[src/rtl/ddr_arb_pkg.sv]
// Shared types for the DDR request arbiter: command kinds and scheduler states.
// Optional read-priority build is selected with ARB_RD_PRIO_EN.
package ddr_arb_pkg;

    typedef enum logic [1:0] {
        RD_R  = 2'd0,
        WR_R  = 2'd1,
        RDA_R = 2'd2,
        WRA_R = 2'd3
    } request_t;

    typedef enum logic [1:0] {
        IDLE  = 2'd0,
        ISSUE = 2'd1,
        BLANK = 2'd2,
        WAIT  = 2'd3
    } arb_state_t;

    function automatic logic is_read(request_t t);
        return (t == RD_R) || (t == RDA_R);
    endfunction

endpackage

[src/rtl/ddr_req_arbiter_if.sv]
// Requester/controller-side bundle of the arbiter; master = requesters + controller, slave = arbiter.
interface ddr_req_arbiter_if
    import ddr_arb_pkg::*;
#(
    parameter int unsigned NUM_REQ = 4,
    parameter int unsigned ADDR_W  = 40
) ();

    logic     [NUM_REQ-1:0]             req_valid;
    request_t [NUM_REQ-1:0]             req_type;
    logic     [NUM_REQ-1:0][ADDR_W-1:0] req_addr;
    logic     [NUM_REQ-1:0]             req_ready;
    logic                               busy;
    logic                               refresh_rdy;
    logic                               cmd_rdy;
    logic     [ADDR_W-1:0]              log_addr;
    request_t                           request;
    logic     [$clog2(NUM_REQ)-1:0]     grant_id;

    modport master (
        output req_valid, req_type, req_addr, busy, refresh_rdy,
        input  req_ready, cmd_rdy, log_addr, request, grant_id
    );

    modport slave (
        input  req_valid, req_type, req_addr, busy, refresh_rdy,
        output req_ready, cmd_rdy, log_addr, request, grant_id
    );

endinterface

[src/rtl/arb_rr_pick.sv]
// Combinational round-robin pick: first set bit of mask_i searching upward from ptr_i+1 with wrap.
module arb_rr_pick #(
    parameter int unsigned NUM_REQ = 4
) (
    input  logic [NUM_REQ-1:0]         mask_i,
    input  logic [$clog2(NUM_REQ)-1:0] ptr_i,
    output logic                       found_o,
    output logic [$clog2(NUM_REQ)-1:0] idx_o
);

    localparam int unsigned IW = $clog2(NUM_REQ);

    logic [IW-1:0] pos;

    always_comb begin
        found_o = 1'b0;
        idx_o   = '0;
        pos     = '0;
        for (int unsigned k = 1; k <= NUM_REQ; k++) begin
            pos = IW'((32'(ptr_i) + k) % NUM_REQ);
            if (!found_o && mask_i[pos]) begin
                found_o = 1'b1;
                idx_o   = pos;
            end
        end
    end

endmodule

[src/rtl/ddr_req_arbiter.sv]
// Round-robin scheduler for the controller command port: grant, one-cycle cmd_rdy, blank, wait for idle.
// Define ARB_RD_PRIO_EN for read-over-write priority with write starvation bound WR_STARVE.
module ddr_req_arbiter
    import ddr_arb_pkg::*;
#(
    parameter int unsigned NUM_REQ    = 4,
    parameter int unsigned ADDR_W     = 40,
    parameter int unsigned BUSY_BLANK = 2,
    parameter int unsigned WR_STARVE  = 4
) (
    input  logic              CK_t,
    input  logic              reset_n,
    ddr_req_arbiter_if.slave  bus
);

    localparam int unsigned IW = $clog2(NUM_REQ);
    localparam int unsigned BW = (BUSY_BLANK > 1) ? $clog2(BUSY_BLANK) : 1;

    arb_state_t           state_q;
    logic                 cmd_rdy_q;
    logic [ADDR_W-1:0]    addr_q;
    request_t             type_q;
    logic [IW-1:0]        grant_q;
    logic [IW-1:0]        rr_ptr_q;
    logic [BW-1:0]        blank_q;

    logic                 win_found;
    logic [IW-1:0]        win_idx;
    logic                 grant;
    logic [NUM_REQ-1:0]   req_ready_c;

`ifdef ARB_RD_PRIO_EN
    localparam int unsigned SW = $clog2(WR_STARVE + 1);

    logic [NUM_REQ-1:0] rd_mask;
    logic [NUM_REQ-1:0] wr_mask;
    logic               rd_found;
    logic               wr_found;
    logic [IW-1:0]      rd_idx;
    logic [IW-1:0]      wr_idx;
    logic               pick_wr;
    logic [SW-1:0]      wr_wait_q;
    logic [SW-1:0]      wr_wait_d;

    always_comb begin
        rd_mask = '0;
        wr_mask = '0;
        for (int unsigned i = 0; i < NUM_REQ; i++) begin
            rd_mask[i] = bus.req_valid[i] &&  is_read(bus.req_type[i]);
            wr_mask[i] = bus.req_valid[i] && !is_read(bus.req_type[i]);
        end
    end

    arb_rr_pick #(.NUM_REQ(NUM_REQ)) u_pick_rd (
        .mask_i  (rd_mask),
        .ptr_i   (rr_ptr_q),
        .found_o (rd_found),
        .idx_o   (rd_idx)
    );

    arb_rr_pick #(.NUM_REQ(NUM_REQ)) u_pick_wr (
        .mask_i  (wr_mask),
        .ptr_i   (rr_ptr_q),
        .found_o (wr_found),
        .idx_o   (wr_idx)
    );

    // A starved write overrides read priority; otherwise writes only fill read-free slots.
    always_comb begin
        pick_wr   = wr_found && ((wr_wait_q == SW'(WR_STARVE)) || !rd_found);
        win_found = pick_wr ? wr_found : rd_found;
        win_idx   = pick_wr ? wr_idx   : rd_idx;
        wr_wait_d = wr_wait_q;
        if (!wr_found) begin
            wr_wait_d = '0;
        end else if (grant) begin
            if (pick_wr) begin
                wr_wait_d = '0;
            end else if (wr_wait_q != SW'(WR_STARVE)) begin
                wr_wait_d = wr_wait_q + 1'b1;
            end
        end
    end

    always_ff @(posedge CK_t) begin
        if (!reset_n) begin
            wr_wait_q <= '0;
        end else begin
            wr_wait_q <= wr_wait_d;
        end
    end
`else
    arb_rr_pick #(.NUM_REQ(NUM_REQ)) u_pick (
        .mask_i  (bus.req_valid),
        .ptr_i   (rr_ptr_q),
        .found_o (win_found),
        .idx_o   (win_idx)
    );
`endif

    assign grant = (state_q == IDLE) && win_found && !bus.busy && !bus.refresh_rdy;

    always_comb begin
        req_ready_c = '0;
        if (grant) begin
            req_ready_c[win_idx] = 1'b1;
        end
    end

    always_ff @(posedge CK_t) begin
        if (!reset_n) begin
            state_q   <= IDLE;
            cmd_rdy_q <= 1'b0;
            addr_q    <= '0;
            type_q    <= RD_R;
            grant_q   <= '0;
            rr_ptr_q  <= IW'(NUM_REQ - 1);
            blank_q   <= '0;
        end else begin
            cmd_rdy_q <= 1'b0;
            unique case (state_q)
                IDLE: begin
                    if (grant) begin
                        state_q   <= ISSUE;
                        cmd_rdy_q <= 1'b1;
                        addr_q    <= bus.req_addr[win_idx];
                        type_q    <= bus.req_type[win_idx];
                        grant_q   <= win_idx;
                        rr_ptr_q  <= win_idx;
                    end
                end
                ISSUE: begin
                    blank_q <= '0;
                    state_q <= (BUSY_BLANK == 0) ? WAIT : BLANK;
                end
                BLANK: begin
                    // busy is not trusted until the controller has had time to raise it
                    if (blank_q == BW'(BUSY_BLANK - 1)) begin
                        state_q <= WAIT;
                    end else begin
                        blank_q <= blank_q + 1'b1;
                    end
                end
                WAIT: begin
                    if (!bus.busy) begin
                        state_q <= IDLE;
                    end
                end
                default: state_q <= IDLE;
            endcase
        end
    end

    assign bus.req_ready = req_ready_c;
    assign bus.cmd_rdy   = cmd_rdy_q;
    assign bus.log_addr  = addr_q;
    assign bus.request   = type_q;
    assign bus.grant_id  = grant_q;

endmodule

[src/flat_wrapper.sv]
// flat-port wrapper written by rule: the top's interface ports become plain ports
module ddr_req_arbiter_flat import ddr_arb_pkg::*;
#(
    parameter int unsigned NUM_REQ    = 4,
    parameter int unsigned ADDR_W     = 40,
    parameter int unsigned BUSY_BLANK = 2,
    parameter int unsigned WR_STARVE  = 4
)
  (CK_t, reset_n, bus_req_valid, bus_req_type, bus_req_addr, bus_busy, bus_refresh_rdy, bus_req_ready, bus_cmd_rdy, bus_log_addr, bus_request, bus_grant_id);
  ddr_req_arbiter_if #(.NUM_REQ(NUM_REQ), .ADDR_W(ADDR_W)) bus_i ();
  input  logic CK_t;
  input  logic reset_n;
  input wire logic [$bits(bus_i.req_valid)-1:0] bus_req_valid;
  input wire logic [$bits(bus_i.req_type)-1:0] bus_req_type;
  input wire logic [$bits(bus_i.req_addr)-1:0] bus_req_addr;
  input wire logic [$bits(bus_i.busy)-1:0] bus_busy;
  input wire logic [$bits(bus_i.refresh_rdy)-1:0] bus_refresh_rdy;
  output wire logic [$bits(bus_i.req_ready)-1:0] bus_req_ready;
  output wire logic [$bits(bus_i.cmd_rdy)-1:0] bus_cmd_rdy;
  output wire logic [$bits(bus_i.log_addr)-1:0] bus_log_addr;
  output wire logic [$bits(bus_i.request)-1:0] bus_request;
  output wire logic [$bits(bus_i.grant_id)-1:0] bus_grant_id;
  assign bus_i.req_valid = bus_req_valid;
  assign bus_i.req_type = bus_req_type;
  assign bus_i.req_addr = bus_req_addr;
  assign bus_i.busy = bus_busy;
  assign bus_i.refresh_rdy = bus_refresh_rdy;
  assign bus_req_ready = bus_i.req_ready;
  assign bus_cmd_rdy = bus_i.cmd_rdy;
  assign bus_log_addr = bus_i.log_addr;
  assign bus_request = bus_i.request;
  assign bus_grant_id = bus_i.grant_id;
  ddr_req_arbiter #(.NUM_REQ(NUM_REQ), .ADDR_W(ADDR_W), .BUSY_BLANK(BUSY_BLANK), .WR_STARVE(WR_STARVE)) u_core (.CK_t(CK_t), .reset_n(reset_n), .bus(bus_i));
endmodule
[config.mk]
export PLATFORM = sky130hd
export DESIGN_NAME = ddr_req_arbiter_flat
export DESIGN_NICKNAME = d
export VERILOG_FILES = /design/src/rtl/ddr_arb_pkg.sv /design/src/rtl/ddr_req_arbiter_if.sv /design/src/rtl/arb_rr_pick.sv /design/src/rtl/ddr_req_arbiter.sv /design/src/flat_wrapper.sv
export SDC_FILE = /design/constraint.sdc
export NUM_CORES = 1
export LEC_CHECK = 0
export ABC_CLOCK_PERIOD_IN_PS = 3200
export CAP_MARGIN = 10
export CORE_MARGIN = 8
export CORE_UTILIZATION = 35
export DETAILED_ROUTE_END_ITERATION = 16
export PLACE_DENSITY = 0.82
export SETUP_SLACK_MARGIN = 0.5
export SYNTH_ARGS = -nofsm -noshare
export SYNTH_HDL_FRONTEND = slang
export SYNTH_SLANG_ARGS = --single-unit
[constraint.sdc]
create_clock -name CK_t -period 3.2 [get_ports CK_t]
set_input_delay 0.8 -clock CK_t [delete_from_list [all_inputs] [get_ports CK_t]]
set_output_delay 0.8 -clock CK_t [all_outputs]
set_load 0.01 [all_outputs]
-- Word-level counts from Yosys, hierarchy flattened
Cells that the tools add are included.
Widths: inputs -> output; s select.
- $add $sub $neg: 5
- $lt $le $gt $ge: 6
- equality and inequality tests: 6
- multiplexer cells: 30
- reduce and logical (&&, ||, !) cells: 17
- operators with widths (kind ; count):
    $bmux 40 s2 ; 1
    $mux 40 ; 1
    $mux 2 ; 8
    $lt 2x3->1 const B ; 5
    $mux 1 ; 11
    $bmux 1 s2 ; 4
    $pmux 2 s4 ; 1
    $logic_and 1x1->1 ; 7
    $logic_not 1->1 ; 5
    $add 2x1->2 const B ; 2
    $add 2x2->2 const B ; 2
    $bmux 2 s2 ; 1
    $eq 2x2->1 const B ; 2
    $mux 4 ; 1
    $ne 2x1->1 const B ; 2
    $reduce_and 2->1 ; 2
    $reduce_and 3->1 ; 1
    $demux 1 s2 ; 1
    $eq 2x1->1 const B ; 1
    $ge 2x1->1 const B ; 1
    $logic_not 2->1 ; 1
    $ne 2x2->1 const B ; 1
    $pmux 1 s2 ; 1
    $reduce_bool 2->1 ; 1
    $add 1x1->1 const B ; 1
- bits in registers: 50
- word-level logic and storage cells: 71

-- Logic depth before layout (Yosys ltp)
- depth after elaboration: 18
- mapped depth: 7

-- Cells and area by module
From an unflattened synthesis, not the netlist that was laid out.
- cells, all modules: 202
- area, all modules: 2777.7 um2
- by module, submodules not included (module ; times used ; cells an instance ; area an instance (um2) ; seq. area each (um2)):
    ddr_req_arbiter ; 1 ; 188 ; 2686.3 ; 1001.0
    arb_rr_pick ; 1 ; 14 ; 91.3 ; 0.0

-- Least setup slack after synthesis
Ideal clock, no wire load.
- kind: input -> output
- start: input port bus_req_valid[3]
- end: output port bus_req_ready[1]
- arrival time: 2117 ps
- required time: 2400 ps
- path slack: 283 ps
- stages: 6
- buffers on the path: 3
- cells stage by stage: buf_2 nor4_1 or4b_1 buf_2 buf_2 nor3_1
- longest elaborated chain between the ends: 17
- elaborated cells between the ends (all ways): 31
- classes of those cells: 2 x order compare; 19 x mux; 10 x reduce/logical
- RTL lines (what ; RTL line ; source):
    from (decl) ; flat_wrapper.sv:13 ; input wire logic [$bits(bus_i.req_valid)-1:0] bus_req_valid;
    $bmux 1 s2 ; arb_rr_pick.sv:21 ; if (!found_o && mask_i[pos]) begin
    $mux 1 (implied by the code) ; arb_rr_pick.sv:21 ;
    $mux 1 ; arb_rr_pick.sv:21 ;
    $logic_not 1->1 ; arb_rr_pick.sv:21 ;
    $logic_and 1x1->1 ; arb_rr_pick.sv:21 ;
    $mux 1 ; arb_rr_pick.sv:21 ;
    $logic_not 1->1 ; arb_rr_pick.sv:21 ;
    $logic_and 1x1->1 ; arb_rr_pick.sv:21 ;
    $mux 1 ; arb_rr_pick.sv:21 ;
    $logic_not 1->1 ; arb_rr_pick.sv:21 ;
    $logic_and 1x1->1 ; arb_rr_pick.sv:21 ;
    $mux 2 ; arb_rr_pick.sv:21 ;
    $lt 2x3->1 (implied by the code) or $ge 2x1->1 (tied branches) ; ddr_req_arbiter.sv:106 ; req_ready_c[win_idx] = 1'b1;
    $logic_and 1x1->1 (implied by the code) ; ddr_req_arbiter.sv:106 ;
    $mux 1 (implied by the code) ; ddr_req_arbiter.sv:106 ;
    $demux 1 s2 ; -- ;
    $mux 4 * ; ddr_req_arbiter.sv:105 ; if (grant) begin
    to (decl) ; flat_wrapper.sv:18 ; output wire logic [$bits(bus_i.req_ready)-1:0] bus_req_ready;
Mark *: on every way between the ends. The rest lies on a longest branch, timed or not. The select of a mux whose other input is x is not followed.

-- Final worst setup path
Ends and elaborated chain as after synthesis.

==> impl_metrics.json <==
{
  "status": "finished, final reports clean",
  "p_per_area_mw_per_mm2": 437,
  "htreeDepth": 2,
  "seq_power_share": 0.324,
  "p_sw_uw": 906,
  "cp_max_fo": 6,
  "drt-total-wl_um": 13900,
  "via_per_inst": 5.43,
  "rrSetupSlack_ps": 1000,
  "synthMuxAreaShare": 0.161,
  "final-hold-violation-count": 0,
  "path_cells": "buf_6, buf_6, nor2_4, nor3_2, buf_4, a211oi_4, buf_6, nor3_4, buf_2",
  "worst_r2r_endpoint": "u_core.bus.log_addr[15]",
  "grt_start_max_net_pins": 51,
  "place.gp.congestion": 0.859,
  "grt_pass1_vias": 4173,
  "hpwl_um": 10300,
  "grt_usage": 0.224,
  "final_nets": 778,
  "num-fill-cells": 678,
  "finClkSkew_ps": 4.97,
  "ys_ff_latch": 50,
  "drt_pass1_iterations": 4,
  "postCtsHoldBufs": 0,
  "cp-start-kind": "input port",
  "cts_root_buf": "clkbuf_8",
  "numPortBuffers": 224,
  "cts_sinks": 50,
  "cts_buffers": 5,
  "cap_violations": 0,
  "max-slew-margin-rel": 0.272,
  "p_leak_nw": 2.24,
  "die_height_um": 110,
  "rows": 34,
  "synth_top_family_by_area": "compound AO/OA/AOI/OAI gates",
  "num_antenna_cells": 0,
  "timing.rr.start": "u_core.rr_ptr_q[0]",
  "yosys_warnings": 0,
  "synthToLayoutAreaGrowth_pct": 90.4,
  "synth_top_area_frac": 0.327,
  "crit_path_frequent_cell": "buf_6",
  "timing_worst_setup_path_type": "input port to output port",
  "dieArea_mm2": 0.0120,
  "hold_class": "register to register",
  "finalCritPeriodShare": 0.851,
  "grt_antenna_before_repair": 0,
  "synth_compound_area_frac": 0.314,
  "endpoint_kind": "output port",
  "cts_tree": "built",
  "avgRoutedWirePerCell_um": 19.7,
  "vdd_ir_drop_max_mv": 0.190,
  "synth-xor-area-share": 0,
  "drive_gt1_frac": 0.150,
  "synth.area.top_cells": "dfxtp_1, mux2_1, a221oi_1, o21ai_0, a21oi_1",
  "r2r_cells": 5,
  "clockBufferDepth": 2,
  "crit_end": "bus_req_ready[1]",
  "synthesis.area_mm2": 0.00306,
  "layout_setup_ws_ps": 478,
  "stdcell_count": 707,
  "regArea_mm2": 0.00100,
  "placed_cells": 681,
  "synth_seq_area_share": 0.327,
  "postSynthCellCount": 362,
  "min_period_ps": 2720,
  "synthSimpleGateAreaFrac": 0.112,
  "grt_pass1_wl_um": 21200,
  "syn-num-nets": 542,
  "drc": 0,
  "crit_slowest_cell": "nor3_2",
  "p_clk_frac": 0.147,
  "hold_slack_ps": 502,
  "drv_slew": 0,
  "rsz0062_at_grt": "yes",
  "switching_share": 0.356,
  "post-place-ws_ps": -409,
  "coreArea_mm2": 0.00859,
  "detail-route-antenna-nets": 0,
  "ios": 225,
  "synth_cell_types": 34,
  "worst_hold_startpoint": "u_core.bus.grant_id[1]",
  "critPathLaunch": "bus_req_valid[3]",
  "avgSynthCellArea_um2": 8.46,
  "required_ps": 2400,
  "internal_power_mw": 1.64,
  "worst_slew_pin_slew_ps": 1090,
  "arrival_ps": 1920,
  "drt_iter0_markers": 167,
  "finalSetupViolations": 0,
  "clkTransAtPathRegs_ps": 90,
  "insertion_delay_ps": 290,
  "start_util": 0.356,
  "combPwrFrac": 0.529,
  "synth.largest_area_cell": "dfxtp_1",
  "multiInputGateArea_mm2": 0.00200,
  "synth_adder_area_share": 0.0163,
  "overflow": 0,
  "max_freq_ghz": 0.367,
  "routed-via-count": 3839,
  "die_w_um": 110,
  "cp_slowest_stage_delay_ps": 220
}
-- logic make-up after synthesis --
family | Yosys count
AOI/OAI and AO/OA | 146
and+or+nand+nor | 77
DFF | 50
muxes | 44
buffers and inverters | 41
adders and majority gates | 4
-- through the flow --
stage	power [mW]	instance area, µm²	setup TNS [ps]	utilization
2_1_floorplan	1.47	3110	0	-
3_3_place_gp	2.06	5480	-1360	0.637
3_5_place_dp	2.09	5480	-1570	0.637
4_1_cts	2.53	5760	0	0.670
5_1_grt	2.71	5830	0	0.679
6_report	2.55	5830	0	0.679
-- layout by cell type, fill, tap and decap left out, types with 7 or more instances in the layout --
cell type,Yosys,final
clkdlybuf4s50_1,0,214
dfxtp_1,50,49
nand2_1,48,47
o21ai_0,48,47
a221oi_1,43,43
mux2_1,39,39
a21oi_1,39,38
buf_4,0,34
buf_6,6,9
a21oi_2,7,7
-- flip-flops by register name, indices dropped and copies added, names as in the netlist --
signal               count
u_core.bus.log_addr     40
u_core.bus.grant_id      2
u_core.rr_ptr_q          2
u_core.bus.cmd_rdy       1
u_core.state_q           2
u_core.blank_q           1
u_core.bus.request       2
-- timing repair --
item	4_1_cts	5_1_grt
gates resized for setup	61	10
cloned	1	0
endpoints found under the setup margin	17	16
buffers inserted	12	5
pin swaps	9	5
-- metal layers --
layer	vias up	track usage	share of wire
li1	1825	-	-
met1	1833	0.243	0.36
met2	169	0.422	0.53
met3	12	0.0651	0.095
met4	0	0.0376	0.0093
met5	-	0	0
-- cell usage after synthesis --
| cell | n |
|---|---|
| nor3b_1 | 2 |
| a21boi_0 | 1 |
| nor2b_1 | 3 |
| nor4b_1 | 1 |
| mux2_2 | 3 |
| o21ai_0 | 48 |
| nor2_1 | 10 |
| nor4_1 | 1 |
| dfxtp_1 | 50 |
| buf_2 | 13 |
| inv_1 | 4 |
| a221oi_1 | 43 |
| a211oi_1 | 2 |
| nand2b_1 | 3 |
| a21oi_2 | 7 |
| buf_1 | 1 |
| nand2b_2 | 1 |
| a21oi_1 | 39 |
| nor3_1 | 3 |
| o31ai_1 | 1 |
| a31o_2 | 1 |
| buf_6 | 6 |
| and2_1 | 2 |
| clkbuf_1 | 17 |
| nand3_1 | 2 |
| ha_1 | 4 |
| mux2i_1 | 2 |
| a211oi_4 | 1 |
| a211o_1 | 1 |
| or4b_1 | 1 |
| o21a_4 | 1 |
| mux2_1 | 39 |
| nand2_1 | 48 |
| o22ai_1 | 1 |
-- power groups by stage --
stage          combinational, mW  clock (mW)  sequential [mW]
6_report                    1.35       0.374            0.825
5_1_grt                     1.45       0.416            0.840
4_1_cts                     1.32       0.388            0.822
3_5_place_dp                1.26           0            0.833
3_3_place_gp                1.23           0            0.826
2_1_floorplan              0.603           0            0.869
-- cell type report --
| type | instances | area share |
|---|---|---|
| Clock buffer | 7 | 0.0148 |
| Clock inverter | 1 | 0.000858 |
| Sequential cell | 50 | 0.172 |
| Inverter | 4 | 0.00258 |
| Multi-Input combinational cell | 271 | 0.343 |
| Timing Repair Buffer | 266 | 0.444 |
| Tap cell | 108 | 0.0232 |
-- critical path, delay by kind of cell --
kind / cells / cell delay (ps)
AO/OA/AOI/OAI: 1 / 30
AND/OR/NAND/NOR: 3 / 410
buffers and inverters: 5 / 690
-- how the worst min path moves through the flow --
stage / endpoint / slack, ps / cells past startpoint
finish: u_core.bus.grant_id[1] / 500 / 2
CTS: u_core.bus.grant_id[1] / 500 / 2
detailed placement: u_core.bus.grant_id[1] / 490 / 2
floorplan: u_core.blank_q / 470 / 2
global route: u_core.bus.grant_id[1] / 550 / 2
global placement: u_core.bus.grant_id[1] / 470 / 2
Power figures use the tool's default switching activity.
